$ cat src/rtl/sme_param.sv
// Streaming pattern matcher: loads a string and a pattern character by character,
// then searches for the pattern ('.', leading '^', trailing '$') and reports the first hit.
module sme_param #(
  parameter int CHAR_W    = 8,
  parameter int STR_DEPTH = 32,
  parameter int PAT_DEPTH = 8,
  parameter int IDX_W     = $clog2(STR_DEPTH)
) (
  input  logic              clk,
  input  logic              reset,
  input  logic [CHAR_W-1:0] chardata,
  input  logic              isstring,
  input  logic              ispattern,
  output logic              valid,
  output logic              match,
  output logic [IDX_W-1:0]  match_index
);

  localparam int LEN_W  = $clog2(STR_DEPTH + 1);
  localparam int PLEN_W = $clog2(PAT_DEPTH + 1);
  localparam int SI_W   = $clog2(STR_DEPTH);
  localparam int PI_W   = $clog2(PAT_DEPTH);
  localparam int CW     = ((LEN_W > PLEN_W) ? LEN_W : PLEN_W) + 1;

  localparam logic [LEN_W-1:0]  STR_MAX = LEN_W'(STR_DEPTH);
  localparam logic [PLEN_W-1:0] PAT_MAX = PLEN_W'(PAT_DEPTH);
  localparam logic [CHAR_W-1:0] CH_ANY  = CHAR_W'(8'h2E);
  localparam logic [CHAR_W-1:0] CH_BOL  = CHAR_W'(8'h5E);
  localparam logic [CHAR_W-1:0] CH_EOL  = CHAR_W'(8'h24);

  typedef enum logic [2:0] {IDLE, LOAD_STR, LOAD_PAT, SEARCH, DONE} state_t;

  state_t              state, state_n;
  logic [LEN_W-1:0]    str_len, str_len_n;
  logic [PLEN_W-1:0]   pat_len, pat_len_n;
  logic [CW-1:0]       s_pos, s_pos_n;
  logic [PLEN_W-1:0]   k_pos, k_pos_n;
  logic                isstring_d, ispattern_d;
  logic                valid_n, match_n;
  logic [IDX_W-1:0]    match_index_n;

  logic [CHAR_W-1:0]   str_mem [STR_DEPTH];
  logic [CHAR_W-1:0]   pat_mem [PAT_DEPTH];
  logic                str_we, pat_we;
  logic [SI_W-1:0]     str_wa;
  logic [PI_W-1:0]     pat_wa;

  logic                str_rise, pat_rise;
  logic                bol, eol, char_ok;
  logic [PLEN_W-1:0]   eff_len;
  logic [CW-1:0]       str_c, eff_c, span, s_hi;
  logic [SI_W-1:0]     str_ra;
  logic [PI_W-1:0]     pat_ra;
  logic [CHAR_W-1:0]   pat_ch;

  // Anchors only count in their own positions; everything else is a literal
  always_comb begin
    bol     = (pat_len != '0) && (pat_mem[0] == CH_BOL);
    eol     = (pat_len != '0) && (pat_mem[PI_W'(pat_len - PLEN_W'(1))] == CH_EOL);
    eff_len = pat_len - PLEN_W'(bol) - PLEN_W'(eol);
    str_c   = CW'(str_len);
    eff_c   = CW'(eff_len);
    span    = str_c - eff_c;
    s_hi    = bol ? '0 : span;
    str_ra  = SI_W'(s_pos + CW'(k_pos));
    pat_ra  = PI_W'(CW'(k_pos) + CW'(bol));
    pat_ch  = pat_mem[pat_ra];
    char_ok = (pat_ch == CH_ANY) || (pat_ch == str_mem[str_ra]);
  end

  assign str_rise = isstring & ~isstring_d;
  assign pat_rise = ispattern & ~ispattern_d & ~isstring;

  always_comb begin
    state_n       = state;
    str_len_n     = str_len;
    pat_len_n     = pat_len;
    s_pos_n       = s_pos;
    k_pos_n       = k_pos;
    valid_n       = 1'b0;
    match_n       = 1'b0;
    match_index_n = '0;
    str_we        = 1'b0;
    pat_we        = 1'b0;
    str_wa        = SI_W'(str_len);
    pat_wa        = PI_W'(pat_len);

    if (str_rise) begin
      state_n   = LOAD_STR;
      str_len_n = LEN_W'(1);
      str_we    = 1'b1;
      str_wa    = '0;
    end else if (pat_rise) begin
      state_n   = LOAD_PAT;
      pat_len_n = PLEN_W'(1);
      pat_we    = 1'b1;
      pat_wa    = '0;
    end else begin
      case (state)
        LOAD_STR: begin
          if (!isstring) begin
            state_n = IDLE;
          end else if (str_len != STR_MAX) begin
            str_we    = 1'b1;
            str_len_n = str_len + LEN_W'(1);
          end
        end
        LOAD_PAT: begin
          if (!ispattern) begin
            // An end-anchored search can only succeed at one start position
            state_n = SEARCH;
            s_pos_n = (eol && (eff_c <= str_c)) ? span : '0;
            k_pos_n = '0;
          end else if (pat_len != PAT_MAX) begin
            pat_we    = 1'b1;
            pat_len_n = pat_len + PLEN_W'(1);
          end
        end
        SEARCH: begin
          if (eff_len == '0) begin
            state_n = DONE;
            valid_n = 1'b1;
            match_n = 1'b1;
          end else if ((eff_c > str_c) || (s_pos > s_hi)) begin
            state_n = DONE;
            valid_n = 1'b1;
          end else if (char_ok) begin
            if (k_pos == eff_len - PLEN_W'(1)) begin
              state_n       = DONE;
              valid_n       = 1'b1;
              match_n       = 1'b1;
              match_index_n = IDX_W'(s_pos);
            end else begin
              k_pos_n = k_pos + PLEN_W'(1);
            end
          end else begin
            s_pos_n = s_pos + CW'(1);
            k_pos_n = '0;
          end
        end
        DONE:    state_n = IDLE;
        default: state_n = IDLE;
      endcase
    end
  end

  always_ff @(posedge clk) begin
    if (reset) begin
      state       <= IDLE;
      str_len     <= '0;
      pat_len     <= '0;
      s_pos       <= '0;
      k_pos       <= '0;
      isstring_d  <= 1'b0;
      ispattern_d <= 1'b0;
      valid       <= 1'b0;
      match       <= 1'b0;
      match_index <= '0;
    end else begin
      state       <= state_n;
      str_len     <= str_len_n;
      pat_len     <= pat_len_n;
      s_pos       <= s_pos_n;
      k_pos       <= k_pos_n;
      isstring_d  <= isstring;
      ispattern_d <= ispattern;
      valid       <= valid_n;
      match       <= match_n;
      match_index <= match_index_n;
    end
  end

  // Character storage is never cleared; the length registers define what is live
  always_ff @(posedge clk) begin
    if (!reset && str_we) str_mem[str_wa] <= chardata;
    if (!reset && pat_we) pat_mem[pat_wa] <= chardata;
  end

endmodule

$ cat config.mk
export PLATFORM = sky130hd
export DESIGN_NAME = sme_param
export DESIGN_NICKNAME = d
export VERILOG_FILES = /design/src/rtl/sme_param.sv
export SDC_FILE = /design/constraint.sdc
export NUM_CORES = 1
export LEC_CHECK = 0
export BUFFER_PORTS_ARGS = -buffer_cell sky130_fd_sc_hd__buf_2
export CAP_MARGIN = 10
export CORE_UTILIZATION = 45
export DETAILED_ROUTE_END_ITERATION = 8
export HOLD_SLACK_MARGIN = 0.15
export SLEW_MARGIN = 20
export SYNTH_ARGS = -nofsm -noshare
export SYNTH_HDL_FRONTEND = slang
export SYNTH_SLANG_ARGS = --single-unit
$ cat constraint.sdc
create_clock -name clk -period 6.4 [get_ports clk]
set_input_delay 0.32 -clock clk [delete_from_list [all_inputs] [get_ports clk]]
set_output_delay 0.32 -clock clk [all_outputs]
set_load 0.005 [all_outputs]
==> metrics.csv, run 1 <==
metric,value,unit
post-layout minimum cycle time,5750,ps
weighted congestion at the end of routability-driven global placement,0.900,
number of warnings reported in the yosys synthesis log,0,
TritonCTS clock tree,done,
Die Outline Area,35100,um2
required time reported for the critical path endpoint,6810,ps
Post-Syn Instances,983,
Diodes inserted,0,
number of antenna violations at the first check in global routing,0,
reg2reg start,pat_len[1]$_SDFFE_PP0P_,
vias in the first global route,8752,
capturing instance or port of the critical path,s_pos[1]$_SDFFE_PP0P_,
Antenna Violating Nets Remaining,0,
count of TritonRoute iterations in the first routing pass,5,
Worst Setup End Kind,register,
number of synthesized flops with an enable pin,320,
total negative slack for setup checks,0,ps
Layout Skew,27.2,ps
wire length of the first global-routing pass,53900,um
drt initial violations,891,
largest fanout on the critical path,17,
cell type contributing the most total cell area after synthesis,sky130_fd_sc_hd__edfxtp_1,
final max-slew violation count,0,
static leakage,0.00560,uW
starting utilization of the core area,45.9,%
average routed wire per standard cell,23.6,um
clock tree root buffer cell,sky130_fd_sc_hd__clkbuf_16,
via count of the routed design,8849,
"FF+latch count, synth",353,
share of async-settable or async-resettable flops after synthesis,0,%
routed wire length,35100,um
count of maximum capacitance violations,0,
fraction of layout cells with a size suffix above 1,16.4,%
unrepaired setup endpoints after global routing,no,
Die H,187,um
total cell area at the placement stage,16000,um2
worst r2r path cells,25,
pin slew with the least headroom to its limit,953,ps
Worst setup startpoint,pat_len[1]$_SDFFE_PP0P_,
total DRC errors in the routed layout,0,
critical setup path kind,register to register,
worst r2r dst,s_pos[1]$_SDFFE_PP0P_,
count of endpoints failing setup in the final report,0,
Fin Hold WS,218,ps
Final HPWL DP,22600,um
net count after synthesis,1024,
Clock Pin Slew Worst Setup and Hold Paths,60,ps
Placement Rows,67,
area of the placeable core,33700,um2
worst min-delay path class,input port to register,
crit path DAT,6160,ps
worst-case register-to-register setup slack,650,ps
Unique masters post-synth,60,
sequential element share of the synthesized area,66.3,%
number of buffers on the longest clock path,3,
Startpoint Class,register,
CTS sink count,353,
worst ir drop on vdd,0.248,mV
net total in the final layout,1054,
maximum frequency from static timing analysis,174,MHz
I/O pin count,19,
number of H-tree levels,2,
final clock period utilization by the worst path,89.9,%
area share of the largest cell type after synthesis,62.1,%
leftover overflow at the end of global routing,0,
Area Growth Syn to Fin,11.8,%
most used flip-flop cell after synthesis,sky130_fd_sc_hd__edfxtp_1,
pwr/cell area,282,nW/um2
via density per instance,5.94,
maximum number of pins on one net before global-route repair,41,
Die X,187,um
number of clock buffers inserted by TritonCTS,39,
IO Port Bufs,18,
area of the mapped netlist,15500,um2
clock insertion delay at the later pin of the skew report,540,ps
top post-synthesis cells by area,"sky130_fd_sc_hd__edfxtp_1, sky130_fd_sc_hd__mux4_2, sky130_fd_sc_hd__dfxtp_1, sky130_fd_sc_hd__mux2i_1, sky130_fd_sc_hd__nand3_1",
outcome,completed,
GRT Resource Usage Total,20.4,%
"Design Area, Final",17300,um2
Worst slew margin,36.4,%
total count of hold-check failures in the final report,0,
syn avg cell area,15.7,um2
-- critical path: stages (launching register included) --
cell and delay, ps:
sky130_fd_sc_hd__dfxtp_1 480, sky130_fd_sc_hd__inv_1 180, sky130_fd_sc_hd__ha_1 390, sky130_fd_sc_hd__inv_1 140, sky130_fd_sc_hd__nand3_1 80, sky130_fd_sc_hd__a21oi_1 180, sky130_fd_sc_hd__nor2_1 80, sky130_fd_sc_hd__mux2i_1 170
sky130_fd_sc_hd__a22oi_1 160, sky130_fd_sc_hd__fa_1 470, sky130_fd_sc_hd__inv_1 70, sky130_fd_sc_hd__ha_1 280, sky130_fd_sc_hd__ha_1 320, sky130_fd_sc_hd__a21o_1 190, sky130_fd_sc_hd__a21o_1 200, sky130_fd_sc_hd__a211oi_1 350
sky130_fd_sc_hd__xor2_1 240, sky130_fd_sc_hd__nand2_1 80, sky130_fd_sc_hd__ha_1 300, sky130_fd_sc_hd__nand3_1 90, sky130_fd_sc_hd__o22ai_1 80, sky130_fd_sc_hd__a21o_1 180, sky130_fd_sc_hd__a21oi_1 130, sky130_fd_sc_hd__buf_4 230
sky130_fd_sc_hd__o21a_1 200, sky130_fd_sc_hd__mux2_2 340
-- metrics by stage --
step	util (%)	power [uW]	worst slack (ps)	std cells
6_report	51.4	4870	648	1489
4_1_cts	51.3	4910	743	1489
2_1_floorplan	-	2660	1090	983
3_5_place_dp	47.6	2720	787	1418
5_1_grt	51.4	5010	185	1489
3_3_place_gp	47.6	2720	983	1418
-- worst min-delay path by stage --
stage | start | endpoint | slack (ps) | depth (start not counted)
CTS | reset | ispattern_d$_SDFF_PP0_ | 190 | 2
detailed placement | s_pos[6]$_SDFFE_PP0P_ | s_pos[6]$_SDFFE_PP0P_ | 510 | 2
global placement | s_pos[6]$_SDFFE_PP0P_ | s_pos[6]$_SDFFE_PP0P_ | 510 | 2
finish | reset | ispattern_d$_SDFF_PP0_ | 220 | 2
global route | reset | ispattern_d$_SDFF_PP0_ | 220 | 2
floorplan | chardata[0] | pat_mem[0][0]$_DFFE_PP_ | 420 | 0
-- per-layer routing --
layer / vias up / part of all wire [%] / global-route usage [%]
met1: 4521 / 45 / 29.7
met3: 56 / 6.1 / 3.43
met5: - / 0 / 0
met4: 0 / 2.6 / 6.66
met2: 304 / 46 / 31.4
li1: 3968 / - / -
-- Yosys cell counts (19+ instances only) --
cell and count:
sky130_fd_sc_hd__nor2_1 73, sky130_fd_sc_hd__xnor2_1 19, sky130_fd_sc_hd__mux2i_1 58, sky130_fd_sc_hd__edfxtp_1 320, sky130_fd_sc_hd__nand3_1 68, sky130_fd_sc_hd__dfxtp_1 33
sky130_fd_sc_hd__a21oi_1 22, sky130_fd_sc_hd__inv_1 20, sky130_fd_sc_hd__mux4_2 64, sky130_fd_sc_hd__ha_1 26, sky130_fd_sc_hd__nand4_1 25, sky130_fd_sc_hd__nand2_1 41
-- layout by cell type (no fill, tap or decap), types with 16 or more instances in the layout --
cell type                     n
sky130_fd_sc_hd__nand4_1     25
sky130_fd_sc_hd__nand3_1     68
sky130_fd_sc_hd__mux4_2      64
sky130_fd_sc_hd__edfxtp_1   320
sky130_fd_sc_hd__a21oi_1     21
sky130_fd_sc_hd__nor2_1      73
sky130_fd_sc_hd__clkbuf_16   40
sky130_fd_sc_hd__dfxtp_1     33
sky130_fd_sc_hd__ha_1        26
sky130_fd_sc_hd__mux2i_1     58
sky130_fd_sc_hd__nor3_1      16
sky130_fd_sc_hd__nand2_1     41
sky130_fd_sc_hd__xnor2_1     18
sky130_fd_sc_hd__inv_1       20
sky130_fd_sc_hd__buf_2       18
-- power by group --
group / leakage, uW / total (uW) / internal, uW / switching (uW)
Combinational: 0.00184 / 152 / 44.9 / 107
Clock: 0.000618 / 2200 / 1300 / 892
Sequential: 0.00315 / 2530 / 2520 / 4.94
Total: 0.00560 / 4870 / 3870 / 1000
-- what timing repair did --
item | CTS | global route
resized for setup | 0 | 0
hold buffers | 2 | 0
endpoints found under the hold margin | 2 | 0
setup buffers | 0 | 0
-- final cells by class --
type / instances / area, um2
fill: 2832 / 16400
sequential: 353 / 10300
multi-input combinational: 562 / 4880
clock buffer: 44 / 1020
tap: 448 / 561
timing repair buffer: 36 / 268
clock inverter: 25 / 236
inverter: 21 / 78.8
-- state kept, by name, summed over array words and instances, names as in the netlist --
name and count:
str_mem 256, pat_mem 64, s_pos 7, str_len 6, match_index 5, k_pos 4, pat_len 4, state 3
ispattern_d 1, isstring_d 1, match 1, valid 1
-- cell families after synthesis --
group | count (synthesis) | synth area share [%]
AOI/OAI and AO/OA | 89 | 4.00
xor gates and xnor gates | 31 | 1.90
adders and majority gates | 29 | 2.49
buffers and inverters | 68 | 2.33
DFF | 353 | 66.3
muxes | 125 | 13.3
and+or+nand+nor | 288 | 9.65
Note: power is estimated with default switching activity, not from simulation.
==> run 2, diff against run 1 <==
==> constraint.sdc (replaced) <==
create_clock -name clk -period 6.4 [get_ports clk]
set_input_delay 1.28 -clock clk [delete_from_list [all_inputs] [get_ports clk]]
set_output_delay 1.28 -clock clk [all_outputs]
set_load 0.005 [all_outputs]
==> metrics.csv, run 2 (same netlist as run 1, synthesis figures left out) <==
metric,value,unit
setup repair bufs after CTS,0,
most frequent standard cell in the layout excluding fill and tap cells,sky130_fd_sc_hd__edfxtp_1,
net total in the final layout,1052,
I/O pin count,19,
count of endpoints failing setup in the final report,0,
total count of hold-check failures in the final report,0,
"Design Area, Final",17300,um2
unrepaired setup endpoints after global routing,no,
"number of placed instances, taps included",1418,
"Hold-fix buffers, CTS",0,
pin slew with the least headroom to its limit,967,ps
Startpoint Class,register,
Placement Rows,67,
Fin Hold WS,519,ps
routed wire length,35100,um
wire length of the first global-routing pass,53900,um
fraction of layout cells with a size suffix above 1,16.5,%
TritonCTS clock tree,done,
Critical Path Most Common Cell,sky130_fd_sc_hd__ha_1,
switching power as a share of total power,20.6,%
leading registers by flop count,"str_mem x256, pat_mem x64, s_pos x7",
total cell area at the placement stage,16000,um2
pwr/cell area,282,nW/um2
Area Growth Syn to Fin,11.7,%
net switching power of the design,1010,uW
Die H,187,um
largest fanout on the critical path,17,
Diodes inserted,0,
CP max stage cell,sky130_fd_sc_hd__dfxtp_1,
IO Port Bufs,18,
via density per instance,5.97,
clock tree root buffer cell,sky130_fd_sc_hd__clkbuf_16,
vias in the first global route,8744,
Layout Skew,28.3,ps
crit path DAT,6130,ps
Post-Layout Cell Count,1487,
share of the core filled with cells,51.3,%
"top library cells by usage in the layout, fill and taps aside","sky130_fd_sc_hd__edfxtp_1, sky130_fd_sc_hd__nor2_1, sky130_fd_sc_hd__nand3_1, sky130_fd_sc_hd__mux4_2, sky130_fd_sc_hd__mux2i_1",
Largest register FFs,256,
via count of the routed design,8873,
outcome,completed,
count of maximum capacitance violations,0,
Die Outline Area,35100,um2
drt initial violations,914,
Worst Setup End Kind,register,
number of H-tree levels,2,
Die X,187,um
final clock period utilization by the worst path,89.4,%
total DRC errors in the routed layout,0,
final max-slew violation count,0,
worst ir drop on vdd,0.251,mV
post-layout minimum cycle time,5720,ps
maximum number of pins on one net before global-route repair,41,
Final HPWL DP,22600,um
worst min-delay path class,register to register,
number of buffers on the longest clock path,3,
area of the placeable core,33700,um2
Clock power frac,45.1,%
count of TritonRoute iterations in the first routing pass,5,
count of fill cells added during filler insertion,2834,
total negative slack for setup checks,0,ps
average routed wire per standard cell,23.6,um
critical setup path kind,register to register,
register with the most flip-flops,str_mem,
number of clock buffers inserted by TritonCTS,39,
leftover overflow at the end of global routing,0,
part of the total power dissipated in combinational logic,3.1,%
Worst slew margin,35.1,%
starting utilization of the core area,45.9,%
post-cts gate resize count,0,
number of antenna violations at the first check in global routing,0,
internal power consumption,3870,uW
weighted congestion at the end of routability-driven global placement,0.900,
Antenna Violating Nets Remaining,0,
clock insertion delay at the later pin of the skew report,540,ps
register share of total power,51.8,%
Clock Pin Slew Worst Setup and Hold Paths,60,ps
maximum frequency from static timing analysis,175,MHz
static leakage,0.00559,uW
highest cell delay on the worst timing path,480,ps
required time reported for the critical path endpoint,6810,ps
CTS sink count,353,
GRT Resource Usage Total,20.4,%
==> run 2: changes by cell type in the layout (fill, tap and decap cells not counted), sizes merged <==
cell,previous run,this run
dlygate4sd3,2,0
==> run 2: final cells by class <==
type	instances	area (um2)	share of cell area, %
Clock buffer	44	1020	5.88
Clock inverter	25	236	1.37
Sequential cell	353	10300	59.4
Inverter	21	78.8	0.456
Timing Repair Buffer	34	248	1.43
Tap cell	448	561	3.24
Multi-Input combinational cell	562	4880	28.2
==> run 2: through the flow <==
step           power [uW]  setup slack [ps]
2_1_floorplan        2660              1090
3_5_place_dp         2720               787
5_1_grt              5010               185
6_report             4870               677
3_3_place_gp         2720               983
4_1_cts              4910               743
==> run 2: critical path, delay by kind of cell (launching register included) <==
family	cells	cell delay [ps]
adder cells (fa/ha/maj)	5	1750
AO/OA/AOI/OAI	9	1670
flip-flops	1	480
multiplexers	2	510
AND/OR/NAND/NOR	4	330
buffers and inverters	4	620
XOR/XNOR	1	240
==> run 2: worst paths after layout <==
check	start	end	slack [ps]	depth (start not counted)
setup / recovery	pat_len[1]$_SDFFE_PP0P_	s_pos[1]$_SDFFE_PP0P_	680	25
setup reg to reg	pat_len[1]$_SDFFE_PP0P_	s_pos[1]$_SDFFE_PP0P_	680	25
hold / removal	s_pos[6]$_SDFFE_PP0P_	s_pos[6]$_SDFFE_PP0P_	520	2
hold reg to reg	s_pos[6]$_SDFFE_PP0P_	s_pos[6]$_SDFFE_PP0P_	520	2
==> run 2: metal layers <==
metal | vias up | GRT usage, % | part of all wire (%)
li1 | 3968 | - | -
met1 | 4549 | 29.7 | 45
met2 | 305 | 31.4 | 46
met3 | 51 | 3.47 | 6.4
met4 | 0 | 6.66 | 2.4
met5 | - | 0 | 0
==> run 2: power by group through the flow <==
stage,Sequential (uW),Clock (uW),Combinational [uW]
6_report,2530,2200,150
2_1_floorplan,2570,0,83.3
3_5_place_dp,2570,0,150
3_3_place_gp,2570,0,147
4_1_cts,2530,2230,150
5_1_grt,2530,2320,165
==> run 3, diff against run 2 <==
- SLEW_MARGIN: 20 -> default
- clock period: 6.4 -> 7.1 ns (I/O delays scaled with it)
==> metrics.csv, run 3 (same netlist as run 1, synthesis figures left out) <==
metric,value,unit
net total in the final layout,1049,
area of the placeable core,33700,um2
final clock period utilization by the worst path,85.0,%
post-layout minimum cycle time,6030,ps
total negative slack for setup checks,0,ps
IO Port Bufs,18,
number of buffers on the longest clock path,3,
count of maximum capacitance violations,0,
crit path DAT,6450,ps
I/O pin count,19,
count of TritonRoute iterations in the first routing pass,5,
via density per instance,5.89,
setup repair bufs after CTS,0,
met3 wirelength from detailed routing,2070,um
count of fill cells added during filler insertion,2829,
maximum number of pins on one net before global-route repair,41,
wire length of the first global-routing pass,54500,um
Diodes inserted,0,
vias in the first global route,8797,
Startpoint Class,register,
CTS sink count,353,
number of clock buffers inserted by TritonCTS,39,
fraction of layout cells with a size suffix above 1,15.8,%
worst min-delay path startpoint,s_pos[6]$_SDFFE_PP0P_,
drt initial violations,717,
post-cts gate resize count,0,
final max-slew violation count,0,
count of endpoints failing setup in the final report,0,
Die X,187,um
number of H-tree levels,2,
GRT Resource Usage Total,20.7,%
Critical Path Most Common Cell,sky130_fd_sc_hd__ha_1,
static leakage,0.00555,uW
number of antenna violations at the first check in global routing,1,
Die H,187,um
reg2reg start,pat_len[0]$_SDFFE_PP0P_,
average routed wire per standard cell,23.9,um
Area Growth Syn to Fin,11.3,%
maximum frequency from static timing analysis,166,MHz
clock insertion delay at the later pin of the skew report,540,ps
leading registers by flop count,"str_mem x256, pat_mem x64, s_pos x7",
most frequent standard cell in the layout excluding fill and tap cells,sky130_fd_sc_hd__edfxtp_1,
Worst slew margin,27.6,%
CP max stage cell,sky130_fd_sc_hd__dfxtp_1,
setup slack after layout,1070,ps
Antenna Violating Nets Remaining,0,
highest cell delay on the worst timing path,640,ps
outcome,completed,
"Hold-fix buffers, CTS",0,
Die Outline Area,35100,um2
Final HPWL DP,22700,um
register with the most flip-flops,str_mem,
pwr/cell area,254,nW/um2
Clock Pin Slew Worst Setup and Hold Paths,60,ps
routed wire length,35400,um
TritonCTS clock tree,done,
total length of routed met2 wires,16500,um
routed metal-1 wirelength,16000,um
weighted congestion at the end of routability-driven global placement,0.889,
total DRC errors in the routed layout,0,
Layout Skew,21.5,ps
via count of the routed design,8747,
starting utilization of the core area,45.9,%
Placement Rows,67,
DP Worst Slack,1240,ps
worst ir drop on vdd,0.209,mV
Worst setup startpoint,pat_len[0]$_SDFFE_PP0P_,
clock tree root buffer cell,sky130_fd_sc_hd__clkbuf_16,
worst min-delay path class,register to register,
critical setup path kind,register to register,
unrepaired setup endpoints after global routing,no,
largest fanout on the critical path,17,
Worst Setup End Kind,register,
Largest register FFs,256,
leftover overflow at the end of global routing,0,
uppermost signal routing layer after detailed routing,met5,
total count of hold-check failures in the final report,0,
required time reported for the critical path endpoint,7510,ps
"top library cells by usage in the layout, fill and taps aside","sky130_fd_sc_hd__edfxtp_1, sky130_fd_sc_hd__nor2_1, sky130_fd_sc_hd__nand3_1, sky130_fd_sc_hd__mux4_2, sky130_fd_sc_hd__mux2i_1",
pin slew with the least headroom to its limit,1080,ps
[run 3: critical path, delay by kind of cell, from the launching register on]
family                   cells  cell delay (ps)
AND/OR/NAND/NOR              4              350
adder cells (fa/ha/maj)      5             1770
multiplexers                 2              490
flip-flops                   1              640
buffers and inverters        4              680
XOR/XNOR                     1              240
AO/OA/AOI/OAI                9             1720
[run 3: path summary, 6_finish.rpt]
path | cells past startpoint | slack (ps) | to
worst min register to register | 2 | 520 | s_pos[6]$_SDFFE_PP0P_
worst max-delay path | 25 | 1070 | s_pos[1]$_SDFFE_PP0P_
worst max register to register | 25 | 1070 | s_pos[1]$_SDFFE_PP0P_
worst min-delay path | 2 | 520 | s_pos[6]$_SDFFE_PP0P_
[run 3: metal layers]
layer | global-route usage, % | vias to the layer above
met2 | 32.4 | 272
met5 | 0 | -
met3 | 3.58 | 55
li1 | - | 3949
met4 | 6.07 | 2
met1 | 29.6 | 4469
[run 3: stage by stage]
step / total power (uW) / utilization [%] / instances / area [um2] / hold WS (ps)
2_1_floorplan: 2390 / - / 983 / 15500 / 469
3_3_place_gp: 2450 / 47.4 / 1414 / 16000 / 504
3_5_place_dp: 2450 / 47.4 / 1414 / 16000 / 508
4_1_cts: 4410 / 51.1 / 1483 / 17200 / 516
5_1_grt: 4500 / 51.1 / 1484 / 17200 / 538
6_report: 4370 / 51.1 / 1484 / 17200 / 518
[run 3: cell type report]
class | instances | area (um2) | share of cell area (%)
timing repair buffer | 31 | 213 | 1.23
inverter | 21 | 78.8 | 0.457
clock buffer | 46 | 1000 | 5.82
sequential | 353 | 10300 | 59.6
tap | 448 | 561 | 3.25
clock inverter | 23 | 235 | 1.36
multi-input combinational | 562 | 4870 | 28.3
[run 3: power breakdown]
part | total (uW) | switching [uW] | leakage (uW) | internal [uW]
Sequential | 2280 | 6.05 | 0.00315 | 2270
Combinational | 133 | 94.3 | 0.00181 | 38.9
Clock | 1960 | 802 | 0.000596 | 1160
Total | 4370 | 903 | 0.00555 | 3470
